$ cat config.mk
export PLATFORM = sky130hd
export DESIGN_NAME = can_bit_destuffer
export DESIGN_NICKNAME = d
export VERILOG_FILES = /design/src/rtl/can_bit_destuffer.sv
export SDC_FILE = /design/constraint.sdc
export NUM_CORES = 1
export LEC_CHECK = 0
export CORE_ASPECT_RATIO = 1.75
export CORE_MARGIN = 2
export CORE_UTILIZATION = 25
export CTS_BUF_LIST = sky130_fd_sc_hd__clkbuf_8
export DETAILED_ROUTE_END_ITERATION = 8
export SYNTH_ARGS = -nofsm -noshare
export SYNTH_HDL_FRONTEND = slang
export SYNTH_SLANG_ARGS = --single-unit
$ cat constraint.sdc
create_clock -name clk -period 1.7 [get_ports clk]
set_input_delay 0.34 -clock clk [delete_from_list [all_inputs] [get_ports clk]]
set_output_delay 0.34 -clock clk [all_outputs]
set_load 0.02 [all_outputs]
$ cat src/rtl/can_bit_destuffer.sv
// CAN receive-side bit destuffer: strips stuff bits, flags stuff errors and
// tracks bus idle / start-of-frame. Every output is registered (one-cycle latency).
module can_bit_destuffer #(
  parameter int STUFF_LEN = 5,
  parameter int IDLE_LEN  = 11
) (
  input  logic clk,
  input  logic reset,
  input  logic samplePoint,
  input  logic canRX,
  input  logic destuffEn,
  input  logic clearErr,
  output logic bitValid,
  output logic bitOut,
  output logic isStuff,
  output logic stuffError,
  output logic busIdle,
  output logic sofDetect
);

  localparam int CW = $clog2(STUFF_LEN + 1);
  localparam int IW = $clog2(IDLE_LEN + 1);
  localparam logic [CW-1:0] RUN_MAX  = CW'(STUFF_LEN);
  localparam logic [IW-1:0] IDLE_MAX = IW'(IDLE_LEN);

  typedef enum logic [1:0] {
    NORMAL       = 2'd0,
    EXPECT_STUFF = 2'd1,
    ERROR        = 2'd2
  } state_t;

  state_t        state_q, state_d;
  logic [CW-1:0] runCnt_q, runCnt_d;
  logic          lastBit_q, lastBit_d;
  logic [IW-1:0] idleCnt_q, idleCnt_d;
  logic          bitValid_q, bitValid_d;
  logic          bitOut_q, bitOut_d;
  logic          isStuff_q, isStuff_d;
  logic          stuffError_q, stuffError_d;
  logic          busIdle_q, busIdle_d;
  logic          sofDetect_q, sofDetect_d;

  always_comb begin
    state_d      = state_q;
    runCnt_d     = runCnt_q;
    lastBit_d    = lastBit_q;
    idleCnt_d    = idleCnt_q;
    bitValid_d   = 1'b0;
    bitOut_d     = bitOut_q;
    isStuff_d    = 1'b0;
    stuffError_d = stuffError_q;
    sofDetect_d  = 1'b0;

    // clearErr beats a coincident strobe: the sample is dropped entirely
    if (clearErr) begin
      state_d      = NORMAL;
      runCnt_d     = '0;
      stuffError_d = 1'b0;
    end else if (samplePoint) begin
      if (canRX) begin
        if (idleCnt_q != IDLE_MAX) idleCnt_d = idleCnt_q + 1'b1;
      end else begin
        idleCnt_d   = '0;
        sofDetect_d = (idleCnt_q == IDLE_MAX);
      end

      unique case (state_q)
        NORMAL: begin
          bitValid_d = 1'b1;
          bitOut_d   = canRX;
          if (!destuffEn) begin
            runCnt_d = '0;
          end else begin
            if ((runCnt_q != '0) && (canRX == lastBit_q)) runCnt_d = runCnt_q + 1'b1;
            else runCnt_d = CW'(1);
            lastBit_d = canRX;
            if (runCnt_d == RUN_MAX) state_d = EXPECT_STUFF;
          end
        end
        // the pending stuff bit is consumed even after destuffEn has dropped
        EXPECT_STUFF: begin
          if (canRX != lastBit_q) begin
            isStuff_d = 1'b1;
            runCnt_d  = CW'(1);
            lastBit_d = canRX;
            state_d   = NORMAL;
          end else begin
            stuffError_d = 1'b1;
            state_d      = ERROR;
          end
        end
        ERROR: begin
        end
        default: state_d = NORMAL;
      endcase
    end

    busIdle_d = (idleCnt_d == IDLE_MAX);
  end

  always_ff @(posedge clk) begin
    if (reset) begin
      state_q      <= NORMAL;
      runCnt_q     <= '0;
      lastBit_q    <= 1'b1;
      idleCnt_q    <= '0;
      bitValid_q   <= 1'b0;
      bitOut_q     <= 1'b1;
      isStuff_q    <= 1'b0;
      stuffError_q <= 1'b0;
      busIdle_q    <= 1'b0;
      sofDetect_q  <= 1'b0;
    end else begin
      state_q      <= state_d;
      runCnt_q     <= runCnt_d;
      lastBit_q    <= lastBit_d;
      idleCnt_q    <= idleCnt_d;
      bitValid_q   <= bitValid_d;
      bitOut_q     <= bitOut_d;
      isStuff_q    <= isStuff_d;
      stuffError_q <= stuffError_d;
      busIdle_q    <= busIdle_d;
      sofDetect_q  <= sofDetect_d;
    end
  end

  assign bitValid   = bitValid_q;
  assign bitOut     = bitOut_q;
  assign isStuff    = isStuff_q;
  assign stuffError = stuffError_q;
  assign busIdle    = busIdle_q;
  assign sofDetect  = sofDetect_q;

endmodule

* Word level (Yosys, flattened, before mapping)
Index checks and enable logic that the tools add are counted.
** Cells by class
- Eq/ne operators :: 11
- Reductions and logical operators :: 13
- Bitwise operators :: 5
- Add/sub/neg operators :: 2
- Mux-type cells :: 21
** Operator list (number)
- $mux W3 :: 7
- $mux W4 :: 4
- $reduce_and A3 Y1 :: 3
- $eq A4 B4 Y1 const B :: 2
- $reduce_or A4 Y1 :: 2
- $mux W2 :: 3
- $ne A2 B2 Y1 const B :: 3
- $pmux W2 S3 :: 1
- $pmux W3 S2 :: 1
- $not A1 Y1 :: 5
- $reduce_and A5 Y1 :: 1
- $add A4 B1 Y4 const B :: 1
- $mux W1 :: 4
- $ne A4 B4 Y1 const B :: 1
- $reduce_and A4 Y1 :: 1
- $add A3 B1 Y3 const B :: 1
- $eq A3 B3 Y1 const B :: 1
- $reduce_bool A3 Y1 :: 1
- $reduce_or A3 Y1 :: 1
- $eq A2 B1 Y1 const B :: 1
- $eq A2 B2 Y1 const B :: 1
- $logic_not A2 Y1 :: 1
- $pmux W1 S2 :: 1
- $reduce_bool A2 Y1 :: 1
- other kinds (4) :: 4
** Word-level totals
- Bits in registers :: 16
- Word-level logic and storage cells :: 62
- Output and inout bits :: 6
- Input port bits :: 6

* Logic depth before layout (Yosys ltp)
Gate-level depths: netlist of the first run.
- Depth after elaboration :: 11
- Mapped depth :: 6
- Mapped depth without buffers :: 6

* Worst setup path before layout of the first run
No wires, ideal clock.
- Path type :: in2reg
- Start :: input port canRX
- End :: register runCnt_q[1]
- Setup time :: 0.070 ns
- Stages :: 4
- Required time :: 1.630 ns
- Path buffers :: 0
- Data arrival time :: 1.410 ns
- Path slack :: 0.220 ns
- Cell sequence :: xnor2_1 o21ai_0 or4b_1 a21oi_1
** Between the ends
- Cells in the longest elaborated chain, start to end :: 9
- Elaborated cells between the ends (all ways) :: 12
- Classes of those cells :: eq/ne: 3; mux: 7; reduce/logical: 2
** RTL lines
- start: declaration :: RTL line 10 : input logic canRX,
- $eq A1 B1 Y1 :: RTL line 74 : if ((runCnt_q != '0) && (canRX == lastBit_q)) runCnt_d = runCnt_q + 1'b1;
- $logic_and A1 B1 Y1 :: RTL line 74
- $mux W3 :: RTL line 74
- $mux W3 :: RTL line 71 : if (!destuffEn) begin
- $mux W3 :: RTL line 67 : unique case (state_q)
- $mux W3 :: RTL line 59 : end else if (samplePoint) begin
- $mux W3 :: RTL line 55 : if (clearErr) begin
- $mux W3 :: RTL line 71
- $pmux W3 S2 :: RTL line 67
- end signal: assignment :: RTL line 115 : runCnt_q <= runCnt_d;
- end: declaration :: RTL line 33 : logic [CW-1:0] runCnt_q, runCnt_d;
Several ways; a longest one is shown, not always the timed one. The select of a mux whose other input is x is not followed.
A chain may end at the register's enable or synchronous reset.

* Worst setup path in the final report of the first run
- Start :: register bitOut_q (netlist: bitOut)
- End :: output port bitOut
** RTL lines
- start: declaration :: RTL line 37 : logic bitOut_q, bitOut_d;
- start signal: assignment :: RTL line 119 : bitOut_q <= bitOut_d;
- end: declaration :: RTL line 14 : output logic bitOut,
No word-level cell between the ends.

==> results.toml, run 1 <==
[critical_path]
crit_cells = 1
crit_family = "buffers and inverters"
cpMaxStageDelayCell = "clkdlybuf4s50_1"
startpoint_type = "flip-flop"
cp_num_buf_inv = 1
startpoint = "bitOut"
path_cells = "clkdlybuf4s50_1"
rrSetupSlack_ns = 0.22
critical_path_required_ns = 1.36
rr_endpoint = "runCnt_q[1]"
slowest_delay_ns = 0.61
worst-setup-path-type = "reg -> out"
cp.arrival_ns = 1.19
cp-end-kind = "output pin"
endpoint = "bitOut"
reg2reg_depth = 6
worstPathMaxFanout = 2
r2r_start = "runCnt_q[0]"

[finish]
area_delta_synth_final_pct = 40.7
final-instance-count-excl-fill = 166
antennaDiodeCount = 0
drive_gt1_share_pct = 17.9
finalNetCount = 133
multi_input_area_um2 = 462
final_cell_mix = "dfxtp_1, buf_4, nor2_1"
fillers = 344
final_common_cell = "dfxtp_1"
regArea_um2 = 320

[die]
initial_utilization_pct = 25.9
row_count = 27
coreArea_um2 = 3110
die_area_um2 = 3710
die-height_um = 79.1
die_w_um = 46.9
io_pins = 12

[worst_hold_path]
hold_depth = 3
hold_start = "samplePoint"
hold_class = "in -> reg"

[global_routing]
grt-ovfl-total = 0
antenna_found_initial = 0
grt_max_degree = 12
grt_usage_pct = 12.2
grt_pass1_vias = 865
grt_first_pass_wirelength_um = 3340

[route]
vias_per_cell = 4.78
drtAntennaViolNets = 0
drtIter0Drc = 4
avgRoutedWirePerCell_um = 11.4
vias = 793
drt_wl_total_um = 1890
drc_errors = 0
first_pass_iters = 4

[synthesis]
synth_cells = 98
ys_seq_area_share_pct = 39.8
synth_simple_gate_area_share_pct = 30.3
synth_top_family_by_area = "simple AND/OR/NAND/NOR gates"
synth_area_um2 = 806
synth-xor-area-share_pct = 1.09
synth_fp_nets = 107
syn_avg_cell_area_um2 = 8.22
synth-adder-area-share_pct = 4.66
ys_types = 33
synth_compound_area_share_pct = 14.0
ys.warnings.count = 0
ys_ff_latch = 16
synthMuxAreaShare_pct = 5.12

[clocking]
postCtsHoldBufs = 0
insertion_delay_ns = 0.25
path_clk_slew_ns = 0.06
clock-sinks = 16
clockBufferDepth = 2
h-tree-depth = 1
ctsRootBufferMaster = "clkbuf_8"
cts_tree = "done"
cts-buffers-inserted = 3

[timing]
hold_viol_final = 0
finalSetupViolations = 0
fmax_mhz = 655
slew_headroom_pct = 80.3
skew_ns = 0.00255
timing.setup.tns_ns = 0
maxSlewViolCount = 0
period_share_pct = 89.8
finalCriticalPeriod_ns = 1.53
worst_slew_pin_slew_ns = 0.294
rsz0062_at_grt = "false"

[outcome]
status = "finished, final reports clean"

[placed_design]
globalplace.congestion = 0.769
port-buffer-count = 11
hpwl_um = 1510
dp_cells = 162

[pwr]
leakage_nw = 0.449
power_density_nw_per_um2 = 719
peakVddDrop_mv = 0.259

[run]
cap_violations = 0
[power breakdown]
| part | total (mW) | switching, mW | internal (mW) | leakage (nW) |
|---|---|---|---|---|
| logic | 0.100 | 0.0487 | 0.0517 | 0.291 |
| clock network | 0.331 | 0.126 | 0.205 | 0.0288 |
| registers | 0.384 | 0.00331 | 0.380 | 0.130 |
| total | 0.815 | 0.178 | 0.637 | 0.449 |
[worst min-delay path by stage]
stage | to | slack [ns]
after global placement | stuffError | 0.47
after global routing | isStuff | 0.50
final | isStuff | 0.45
after detailed placement | stuffError | 0.46
after CTS | stuffError | 0.48
after floorplan | idleCnt_q[2] | 0.41
[synth_stat cells]
cell type	number	area, um2
a21o_1	1	7.51
a22oi_1	1	7.51
a221oi_1	1	8.76
and3_1	2	12.5
nor3b_1	2	15.0
or3b_1	1	8.76
a21oi_1	6	30.0
mux2i_1	3	30.0
nor4b_1	1	8.76
or2_1	1	6.26
nor3_1	4	20.0
dfxtp_1	16	320
nand4_1	3	18.8
mux2_2	1	11.3
nand2b_1	3	18.8
inv_1	8	30.0
nor2_1	11	41.3
a21boi_0	1	7.51
or4b_1	1	10.0
clkbuf_1	3	11.3
a211oi_1	1	7.51
or2_2	1	6.26
nor4_1	2	12.5
ha_1	3	37.5
nor2b_1	1	6.26
o31ai_1	1	7.51
xnor2_1	1	8.76
o32ai_1	1	8.76
nand2_1	7	26.3
nand3_1	2	10.0
a31oi_1	2	12.5
o21ai_0	3	15.0
nand3b_1	3	22.5
[per-stage QoR]
stage	power (mW)	hold WS [ns]	util (%)	area (um2)	setup WS [ns]
after CTS	0.828	0.478	36.0	1120	0.0333
after floorplan	0.435	0.409	-	806	0.220
after detailed placement	0.490	0.464	34.0	1060	-0.242
final	0.815	0.454	36.5	1130	0.173
after global placement	0.489	0.467	34.0	1060	-0.145
after global routing	0.856	0.503	36.5	1130	0.0681
[cells by family after synthesis]
logic type	after synthesis
AOI/OAI and AO/OA	18
muxes	4
adders and majority gates	3
xor gates and xnor gates	1
DFF	16
buffers and inverters	11
and+or+nand+nor	45
[layout make-up]
| cell class | count | share of cell area [%] |
|---|---|---|
| clock buffers | 4 | 4.86 |
| inverters | 8 | 2.65 |
| multi-input cells | 71 | 40.7 |
| flip-flops and latches | 16 | 28.3 |
| well taps | 43 | 4.75 |
| repair buffers | 24 | 18.8 |
[flip-flops by register name, summed over array words and instances, names as in the netlist]
| name | flops |
|---|---|
| lastBit_q | 1 |
| busIdle | 1 |
| stuffError | 1 |
| state_q | 2 |
| runCnt_q | 3 |
| idleCnt_q | 4 |
| bitOut | 1 |
| bitValid | 1 |
| sofDetect | 1 |
| isStuff | 1 |
[routing by layer]
| metal | track usage, % | part of all wire, % |
|---|---|---|
| met5 | 0 | 0 |
| met4 | 9.44 | 3.7 |
| met3 | 1.59 | 3.2 |
| met2 | 21.9 | 55 |
| met1 | 11.1 | 38 |
[timing repair]
action,CTS,global route
setup endpoints to repair,1,2
buffers inserted,0,0
gates resized for setup,1,4
No activity file was read; power rests on OpenSTA's default activity.
==> run 2: changes to the inputs <==
--- a/config.mk
+++ b/config.mk
@@ -10,6 +10,7 @@
 export CORE_UTILIZATION = 25
 export CTS_BUF_LIST = sky130_fd_sc_hd__clkbuf_8
 export DETAILED_ROUTE_END_ITERATION = 8
+export SLEW_MARGIN = 20
 export SYNTH_ARGS = -nofsm -noshare
 export SYNTH_HDL_FRONTEND = slang
 export SYNTH_SLANG_ARGS = --single-unit
==> results of run 2 <==
Same layout as run 1: the final DEF is identical, and so are final timing and power.
==> run 3: changes to the inputs <==
--- a/config.mk
+++ b/config.mk
@@ -9,7 +9,9 @@
 export CORE_MARGIN = 2
 export CORE_UTILIZATION = 25
 export CTS_BUF_LIST = sky130_fd_sc_hd__clkbuf_8
+export CTS_CLUSTER_SIZE = 8
 export DETAILED_ROUTE_END_ITERATION = 8
+export SETUP_SLACK_MARGIN = 0.02
 export SLEW_MARGIN = 20
 export SYNTH_ARGS = -nofsm -noshare
 export SYNTH_HDL_FRONTEND = slang
==> results of run 3 <==
Same layout as run 1: the final DEF is identical, and so are final timing and power.
